[src/rtl/egg_timer_pkg.sv]
// Shared types and constants for the egg timer control front-end.
package egg_timer_pkg;

    localparam int unsigned DIGIT_W     = 4;
    localparam int unsigned SEL_W       = 2;
    localparam int unsigned NUM_DIGITS  = 4;
    localparam int unsigned ALARM_CNT_W = 8;

    typedef enum logic [2:0] {
        S_EDIT  = 3'd0,
        S_ARM   = 3'd1,
        S_RUN   = 3'd2,
        S_PAUSE = 3'd3,
        S_ALARM = 3'd4
    } state_e;

    localparam logic [SEL_W-1:0] SEL_SEC_ONES = 2'd0;
    localparam logic [SEL_W-1:0] SEL_SEC_TENS = 2'd1;
    localparam logic [SEL_W-1:0] SEL_MIN_ONES = 2'd2;
    localparam logic [SEL_W-1:0] SEL_MIN_TENS = 2'd3;

    localparam logic [DIGIT_W-1:0] MAX_ONES     = 4'd9;
    localparam logic [DIGIT_W-1:0] MAX_SEC_TENS = 4'd5;
    localparam logic [DIGIT_W-1:0] MAX_MIN_TENS = 4'd9;

    // Wrap limit for the digit at a given edit position.
    function automatic logic [DIGIT_W-1:0] digit_max(input logic [SEL_W-1:0] sel);
        case (sel)
            SEL_SEC_TENS: digit_max = MAX_SEC_TENS;
            SEL_MIN_TENS: digit_max = MAX_MIN_TENS;
            default:      digit_max = MAX_ONES;
        endcase
    endfunction

endpackage

[src/rtl/egg_timer_ctrl_if.sv]
// Load/enable handshake between the control front-end and the downcounter.
interface egg_timer_ctrl_if;
    import egg_timer_pkg::*;

    logic               tick_1hz;
    logic [DIGIT_W-1:0] cur_min_tens;
    logic [DIGIT_W-1:0] cur_min_ones;
    logic [DIGIT_W-1:0] cur_sec_tens;
    logic [DIGIT_W-1:0] cur_sec_ones;
    logic [DIGIT_W-1:0] load_min_tens;
    logic [DIGIT_W-1:0] load_min_ones;
    logic [DIGIT_W-1:0] load_sec_tens;
    logic [DIGIT_W-1:0] load_sec_ones;
    logic               load;
    logic               enable;

    modport master (
        input  tick_1hz,
        input  cur_min_tens, cur_min_ones, cur_sec_tens, cur_sec_ones,
        output load_min_tens, load_min_ones, load_sec_tens, load_sec_ones,
        output load, enable
    );

    modport slave (
        output tick_1hz,
        output cur_min_tens, cur_min_ones, cur_sec_tens, cur_sec_ones,
        input  load_min_tens, load_min_ones, load_sec_tens, load_sec_ones,
        input  load, enable
    );

endinterface

[src/rtl/bcd_digit_edit.sv]
// Combinational wrap-around increment/decrement of one BCD digit up to i_max.
module bcd_digit_edit
    import egg_timer_pkg::*;
(
    input  logic [DIGIT_W-1:0] i_digit,
    input  logic [DIGIT_W-1:0] i_max,
    output logic [DIGIT_W-1:0] o_inc_c,
    output logic [DIGIT_W-1:0] o_dec_c
);

    // Out-of-range digits fold back into range on either operation.
    assign o_inc_c = (i_digit >= i_max) ? '0 : DIGIT_W'(i_digit + 4'd1);
    assign o_dec_c = ((i_digit == '0) || (i_digit > i_max)) ? i_max
                                                            : DIGIT_W'(i_digit - 4'd1);

endmodule

[src/rtl/egg_timer_ctrl.sv]
// Egg timer control: preset editing, load/enable handshake to the downcounter, alarm.
module egg_timer_ctrl
    import egg_timer_pkg::*;
#(
    parameter int unsigned DEF_MIN_TENS = 0,
    parameter int unsigned DEF_MIN_ONES = 3,
    parameter int unsigned DEF_SEC_TENS = 0,
    parameter int unsigned DEF_SEC_ONES = 0,
    parameter int unsigned ALARM_SECS   = 10
) (
    input  logic                 clk,
    input  logic                 reset,
    input  logic                 btn_up,
    input  logic                 btn_down,
    input  logic                 btn_next,
    input  logic                 btn_start,
    egg_timer_ctrl_if.master     bus,
    output logic                 alarm,
    output logic [SEL_W-1:0]     edit_sel,
    output logic                 editing
);

    localparam logic [NUM_DIGITS-1:0][DIGIT_W-1:0] DEF_DIGITS = {
        DIGIT_W'(DEF_MIN_TENS), DIGIT_W'(DEF_MIN_ONES),
        DIGIT_W'(DEF_SEC_TENS), DIGIT_W'(DEF_SEC_ONES)
    };
    localparam logic [ALARM_CNT_W-1:0] ALARM_LIMIT = ALARM_CNT_W'(ALARM_SECS);

    state_e                             r_state,      w_state_nxt;
    logic [NUM_DIGITS-1:0][DIGIT_W-1:0] r_digits,     w_digits_nxt;
    logic [SEL_W-1:0]                   r_edit_sel,   w_edit_sel_nxt;
    logic                               r_load,       w_load_nxt;
    logic                               r_enable,     w_enable_nxt;
    logic                               r_alarm,      w_alarm_nxt;
    logic [ALARM_CNT_W-1:0]             r_alarm_cnt,  w_alarm_cnt_nxt;
    logic                               r_settle,     w_settle_nxt;
    logic                               r_editing;

    logic [DIGIT_W-1:0]     w_inc_c;
    logic [DIGIT_W-1:0]     w_dec_c;
    logic [ALARM_CNT_W-1:0] w_alarm_cnt_inc;
    logic                   w_any_btn;
    logic                   w_preset_zero;
    logic                   w_cur_zero;

    bcd_digit_edit u_digit_edit (
        .i_digit (r_digits[r_edit_sel]),
        .i_max   (digit_max(r_edit_sel)),
        .o_inc_c (w_inc_c),
        .o_dec_c (w_dec_c)
    );

    assign w_any_btn       = btn_up | btn_down | btn_next | btn_start;
    assign w_preset_zero   = (r_digits == '0);
    assign w_cur_zero      = (bus.cur_min_tens == '0) && (bus.cur_min_ones == '0) &&
                             (bus.cur_sec_tens == '0) && (bus.cur_sec_ones == '0);
    assign w_alarm_cnt_inc = ALARM_CNT_W'(r_alarm_cnt + 8'd1);

    always_ff @(posedge clk or negedge reset) begin
        if (!reset) begin
            r_state     <= S_EDIT;
            r_digits    <= DEF_DIGITS;
            r_edit_sel  <= SEL_MIN_TENS;
            r_load      <= 1'b0;
            r_enable    <= 1'b0;
            r_alarm     <= 1'b0;
            r_alarm_cnt <= '0;
            r_settle    <= 1'b0;
            r_editing   <= 1'b1;
        end else begin
            r_state     <= w_state_nxt;
            r_digits    <= w_digits_nxt;
            r_edit_sel  <= w_edit_sel_nxt;
            r_load      <= w_load_nxt;
            r_enable    <= w_enable_nxt;
            r_alarm     <= w_alarm_nxt;
            r_alarm_cnt <= w_alarm_cnt_nxt;
            r_settle    <= w_settle_nxt;
            r_editing   <= (w_state_nxt == S_EDIT);
        end
    end

    // Next state and next registered outputs; buttons follow start > next > up > down.
    always_comb begin
        w_state_nxt     = r_state;
        w_digits_nxt    = r_digits;
        w_edit_sel_nxt  = r_edit_sel;
        w_load_nxt      = r_load;
        w_enable_nxt    = r_enable;
        w_alarm_nxt     = r_alarm;
        w_alarm_cnt_nxt = r_alarm_cnt;
        w_settle_nxt    = r_settle;

        case (r_state)
            S_EDIT: begin
                if (btn_start) begin
                    if (!w_preset_zero) begin
                        w_state_nxt = S_ARM;
                        w_load_nxt  = 1'b1;
                    end
                end else if (btn_next) begin
                    w_edit_sel_nxt = SEL_W'(r_edit_sel - 2'd1);
                end else if (btn_up) begin
                    w_digits_nxt[r_edit_sel] = w_inc_c;
                end else if (btn_down) begin
                    w_digits_nxt[r_edit_sel] = w_dec_c;
                end
            end
            S_ARM: begin
                // Downcounter samples load on this same tick edge.
                if (bus.tick_1hz) begin
                    w_state_nxt  = S_RUN;
                    w_load_nxt   = 1'b0;
                    w_enable_nxt = 1'b1;
                    w_settle_nxt = 1'b1;
                end
            end
            S_RUN: begin
                w_settle_nxt = 1'b0;
                // Counter digits may still be stale in the first run cycle.
                if (!r_settle && w_cur_zero) begin
                    w_state_nxt     = S_ALARM;
                    w_enable_nxt    = 1'b0;
                    w_alarm_nxt     = 1'b1;
                    w_alarm_cnt_nxt = '0;
                end else if (btn_start) begin
                    w_state_nxt  = S_PAUSE;
                    w_enable_nxt = 1'b0;
                end
            end
            S_PAUSE: begin
                if (btn_start) begin
                    w_state_nxt  = S_RUN;
                    w_enable_nxt = 1'b1;
                    w_settle_nxt = 1'b1;
                end else if (btn_next) begin
                    w_state_nxt = S_EDIT;
                end
            end
            S_ALARM: begin
                if (w_any_btn) begin
                    w_state_nxt = S_EDIT;
                    w_alarm_nxt = 1'b0;
                end else if (bus.tick_1hz) begin
                    w_alarm_cnt_nxt = w_alarm_cnt_inc;
                    if (w_alarm_cnt_inc == ALARM_LIMIT) begin
                        w_state_nxt = S_EDIT;
                        w_alarm_nxt = 1'b0;
                    end
                end
            end
            default: begin
                w_state_nxt  = S_EDIT;
                w_load_nxt   = 1'b0;
                w_enable_nxt = 1'b0;
                w_alarm_nxt  = 1'b0;
            end
        endcase
    end

    assign bus.load_min_tens = r_digits[SEL_MIN_TENS];
    assign bus.load_min_ones = r_digits[SEL_MIN_ONES];
    assign bus.load_sec_tens = r_digits[SEL_SEC_TENS];
    assign bus.load_sec_ones = r_digits[SEL_SEC_ONES];
    assign bus.load          = r_load;
    assign bus.enable        = r_enable;
    assign alarm             = r_alarm;
    assign edit_sel          = r_edit_sel;
    assign editing           = r_editing;

endmodule

[src/flat_wrapper.sv]
// flat-port wrapper written by rule: the top's interface ports become plain ports
module egg_timer_ctrl_flat import egg_timer_pkg::*;
#(
    parameter int unsigned DEF_MIN_TENS = 0,
    parameter int unsigned DEF_MIN_ONES = 3,
    parameter int unsigned DEF_SEC_TENS = 0,
    parameter int unsigned DEF_SEC_ONES = 0,
    parameter int unsigned ALARM_SECS   = 10
)
  (clk, reset, btn_up, btn_down, btn_next, btn_start, alarm, edit_sel, editing, bus_tick_1hz, bus_cur_min_tens, bus_cur_min_ones, bus_cur_sec_tens, bus_cur_sec_ones, bus_load_min_tens, bus_load_min_ones, bus_load_sec_tens, bus_load_sec_ones, bus_load, bus_enable);
  egg_timer_ctrl_if bus_i ();
  input  logic clk;
  input  logic reset;
  input  logic btn_up;
  input  logic btn_down;
  input  logic btn_next;
  input  logic btn_start;
  output logic alarm;
  output logic [SEL_W-1:0] edit_sel;
  output logic editing;
  input wire logic [$bits(bus_i.tick_1hz)-1:0] bus_tick_1hz;
  input wire logic [$bits(bus_i.cur_min_tens)-1:0] bus_cur_min_tens;
  input wire logic [$bits(bus_i.cur_min_ones)-1:0] bus_cur_min_ones;
  input wire logic [$bits(bus_i.cur_sec_tens)-1:0] bus_cur_sec_tens;
  input wire logic [$bits(bus_i.cur_sec_ones)-1:0] bus_cur_sec_ones;
  output wire logic [$bits(bus_i.load_min_tens)-1:0] bus_load_min_tens;
  output wire logic [$bits(bus_i.load_min_ones)-1:0] bus_load_min_ones;
  output wire logic [$bits(bus_i.load_sec_tens)-1:0] bus_load_sec_tens;
  output wire logic [$bits(bus_i.load_sec_ones)-1:0] bus_load_sec_ones;
  output wire logic [$bits(bus_i.load)-1:0] bus_load;
  output wire logic [$bits(bus_i.enable)-1:0] bus_enable;
  assign bus_i.tick_1hz = bus_tick_1hz;
  assign bus_i.cur_min_tens = bus_cur_min_tens;
  assign bus_i.cur_min_ones = bus_cur_min_ones;
  assign bus_i.cur_sec_tens = bus_cur_sec_tens;
  assign bus_i.cur_sec_ones = bus_cur_sec_ones;
  assign bus_load_min_tens = bus_i.load_min_tens;
  assign bus_load_min_ones = bus_i.load_min_ones;
  assign bus_load_sec_tens = bus_i.load_sec_tens;
  assign bus_load_sec_ones = bus_i.load_sec_ones;
  assign bus_load = bus_i.load;
  assign bus_enable = bus_i.enable;
  egg_timer_ctrl #(.DEF_MIN_TENS(DEF_MIN_TENS), .DEF_MIN_ONES(DEF_MIN_ONES), .DEF_SEC_TENS(DEF_SEC_TENS), .DEF_SEC_ONES(DEF_SEC_ONES), .ALARM_SECS(ALARM_SECS)) u_core (.clk(clk), .reset(reset), .btn_up(btn_up), .btn_down(btn_down), .btn_next(btn_next), .btn_start(btn_start), .bus(bus_i), .alarm(alarm), .edit_sel(edit_sel), .editing(editing));
endmodule
[config.mk]
export PLATFORM = sky130hd
export DESIGN_NAME = egg_timer_ctrl_flat
export DESIGN_NICKNAME = d
export VERILOG_FILES = /design/src/rtl/egg_timer_pkg.sv /design/src/rtl/egg_timer_ctrl_if.sv /design/src/rtl/bcd_digit_edit.sv /design/src/rtl/egg_timer_ctrl.sv /design/src/flat_wrapper.sv
export SDC_FILE = /design/constraint.sdc
export NUM_CORES = 1
export LEC_CHECK = 0
export ABC_AREA = 1
export BUFFER_PORTS_ARGS = -buffer_cell sky130_fd_sc_hd__buf_2
export CAP_MARGIN = 40
export CORE_MARGIN = 5
export CORE_UTILIZATION = 60
export DETAILED_ROUTE_END_ITERATION = 12
export PLACE_DENSITY = 0.86
export SLEW_MARGIN = 20
export SYNTH_ARGS = -nofsm -noshare
export SYNTH_HDL_FRONTEND = slang
export SYNTH_SLANG_ARGS = --single-unit
export TNS_END_PERCENT = 5
[constraint.sdc]
create_clock -name clk -period 3.9 [get_ports clk]
set_input_delay 0.195 -clock clk [delete_from_list [all_inputs] [get_ports clk]]
set_output_delay 0.195 -clock clk [all_outputs]
set_load 0.01 [all_outputs]
==> results.md <==
- completed — outcome
- 395 — cell count after placement
- 2.48 ns — minimum clock period after layout
- dfstp_2 — cell with the largest stage delay on the worst path
- 29 — number of distinct library cells after synthesis
- 2.32 mW — post-layout total power
- 389 — Total Nets Final
- in2reg — worst min-delay path class
- 0.620 — effective utilization at floorplan
- 0.00369 mm² — area inside the core boundary
- 2 — number of buffers and inverters on the critical path
- 12 — critical path depth
- dfrtp_1 — largest area contributor in the synthesized netlist
- 2159 — total number of vias
- 12 — CP max FO
- 0.484 — proportion of total power due to net switching
- 35 — maximum number of pins on one net before global-route repair
- 34 — clock sink total
- 17.6% — layout-stage area growth over the synthesis result
- 0.00254 mm² — total cell area at the placement stage
- 1.00 — proportion of synthesized flip-flops having asynchronous set or reset
- reg2reg — worst setup path category
- 2.65 ns — CP Data Arrival Time
- 0.317 — fraction of post-synthesis cell area in the top cell type by area
- 0 — number of enable flip-flop cells after synthesis
- 22 — row cnt
- 0 — Final Slew Violations
- clkbuf_8 — Clock Tree Root
- 1.42 ns — Final WS setup
- 4.06 ns — critical path required time
- 0 — number of setup buffers added after CTS
- 1 — hold buffer count at CTS
- 0.00229 mm² — netlist area before placement
- nand2_1 — most frequently used cell type in the post-synthesis netlist
- bus_tick_1hz — startpoint of the most critical hold path
- 71.8 µm — x dimension of the die
- 0 — Remaining Overflow, GRT
- flip-flops — dominant delay contributor by cell family on the critical path
- 2 — number of H-tree branching levels
- 0 — final setup fails
- 0 — antenna diode count
- 5.43 mm — final routed wirelength across all metal layers
- 0.553 — power share of the combinational group
- 0.275 — proportion of power drawn by flip-flops and latches
- 404 — filler-free cell count of the finished design
- 0.636 — final critical-path share of the clock period
- 0.69 ns — crit-path max cell delay
- 44 — PortBufs
- no — RSZ-0062 raised after global routing
- 0.375 — proportion of synthesized chip area in sequential cells
- 1.12 mW — net switching power
- 0.00936 ns — worst setup skew after layout
- 71.8 µm — die height
- register — startpoint type of the worst setup path
- 0 — final hold viol count
- 0.755 ns — actual transition at the worst max-transition pin
- 2095 — via count of the first global-routing pass
- 1.45 ns — Placement Setup Slack
- nand2_1 — cell mode on critical path
- yes — TritonCTS clock tree
- 12 — cell depth of the worst flop-to-flop path
- 0.403 GHz — peak clock frequency supported by timing
- inv_8 -> nand2_1 -> nand3_1 -> nand2_2 -> inv_2 -> ha_1 -> a21oi_1 -> nand2_1 -> nand2_1 -> nand2_4 -> a21oi_1 -> o21ai_0 — cell-by-cell trace of the critical path
- 340 — net count after synthesis
- 188 — drt initial violations
- 1.19 mW — total internal power
- 45 — I/O pin cnt
- u_core.edit_sel[0] — source of the critical timing path
- 0 — Remaining DRCs
- 0.256 — fraction of layout instances using a drive strength above 1
- 34 — flip-flop and latch count after synthesis
- 9.35 mm — first-pass GRT wire length
- 4 — instance count along the most critical hold path
- 13.4 µm — post-DR wirelength/cell
- register — critical path endpoint category
- 0.07 ns — clock transition at the registers of the reported paths
- 5.34 — number of vias per cell after detailed routing
- 0.172 — share of total power in the clock network
- 306 — Syn Inst Count
- 4 — Initial DRT Pass Iterations
- 0 — initial antenna violation count
- u_core.edit_sel[0] — Critical R2R Launch
- 0.30 ns — clock latency reported for the late side of the worst-skew pair
- 0.497 — worst relative slew slack
- dfrtp_1 — leading register cell type out of synthesis
- 0.893 — RePlAce Congestion
- 5 — Inserted Clock Buffers
- 0 — cts repair resizes
- 0 — Max Cap Violations
- 7.48 µm² — synthesized area per cell
- 0.399 mV — Max IR drop VDD
- 0.00515 mm² — total die area
- 0 ns — total negative slack
- dfrtp_1 (32%), nand2_1 (16%), nand3_1 (6.3%) — cell types with the largest area share after synthesis
- 2 — maximum buffer depth of the clock tree
- 0.231 — global-route usage over all layers
- 0.00269 mm² — design area
- 861 mW/mm² — Power per Cell Area
- 1.49 nW — leak pwr
- 4.23 mm — dpl hpwl
- 0 — Synth warnings
- nand2_1 (98), dfrtp_1 (29), nand3_1 (29), nor2_1 (29), inv_1 (23) — top post-synthesis cells by count
- 0 — remaining number of nets flagged by the antenna check after routing
layout make-up:
type                       count  area [µm²]
clock buffer                   5        68.8
clock inverter                 3        68.8
fill                         298         998
inverter                      30         125
multi-input combinational    239        1280
sequential                    34         857
tap                           48        60.1
timing repair buffer          45         230
registers in the layout, indices dropped and copies added, names as in the netlist:
name	flops
u_core.alarm	1
u_core.bus.enable	1
u_core.bus.load	1
u_core.bus.load_min_ones	4
u_core.bus.load_min_tens	4
u_core.bus.load_sec_ones	4
u_core.bus.load_sec_tens	4
u_core.edit_sel	2
u_core.editing	1
u_core.r_alarm_cnt	8
u_core.r_settle	1
u_core.r_state	3
power by group through the flow:
stage          logic (mW)  registers (mW)  clock network [mW]
2_1_floorplan       0.966           0.624                   0
3_3_place_gp         1.24           0.638                   0
3_5_place_dp         1.27           0.637                   0
4_1_cts              1.28           0.634               0.405
5_1_grt              1.45           0.654               0.417
6_report             1.28           0.637               0.399
final timing paths:
check,slack (ns),endpoint
worst max-delay path,1.42,u_core.bus.load_sec_ones[0]
worst min-delay path,0.26,u_core.r_state[1]
worst max register to register,1.42,u_core.bus.load_sec_ones[0]
worst min register to register,0.49,u_core.alarm
max in group asynchronous,2.92,u_core.r_state[1]
min in group asynchronous,0.50,u_core.bus.load_min_tens[2]
cells in the final DEF (no fill, tap or decap):
master         count
nand2_1           98
buf_2             44
nand3_1           29
nor2_1            29
dfrtp_1           29
inv_1             23
o21ai_0           14
ha_1              11
nand2_2           10
a21oi_1            9
xor2_1             7
nor3_1             7
nand3_2            6
clkbuf_8           5
dfstp_2            5
inv_2              4
nor2_4             3
o21ai_2            3
nand4_1            2
a22o_1             2
inv_4              2
nand2_4            2
o22ai_1            2
bufinv_16          2
xnor2_1            1
nor2_2             1
inv_8              1
nand3_4            1
nor4_4             1
o31ai_1            1
clkinv_4           1
dlygate4sd3_1      1
per-stage QoR:
stage / util / hold WS, ns
after floorplan: - / -0.101
after global placement: 0.689 / 0.302
after detailed placement: 0.689 / 0.303
after CTS: 0.729 / 0.251
after global routing: 0.729 / 0.289
final: 0.729 / 0.255
worst min-delay path, cell delays in order:
cell and delay [ns]:
buf_2 0.11, a22o_1 0.12, nor2_1 0.05, inv_1 0.04
metal layers:
layer	global-route usage	share of wire	up-vias
met2	0.397	0.50	66
met3	0.0463	0.057	20
li1	-	-	1084
met1	0.270	0.40	989
met5	0	0	-
met4	0.119	0.036	0
kinds of logic after synthesis:
group,after synthesis,synth area share
flip-flops,34,0.375
XOR/XNOR,8,0.0306
buffers and inverters,33,0.0661
adder cells (fa/ha/maj),11,0.0601
AO/OA/AOI/OAI,31,0.0782
AND/OR/NAND/NOR,189,0.390
Note: power is estimated with default switching activity, not from simulation.
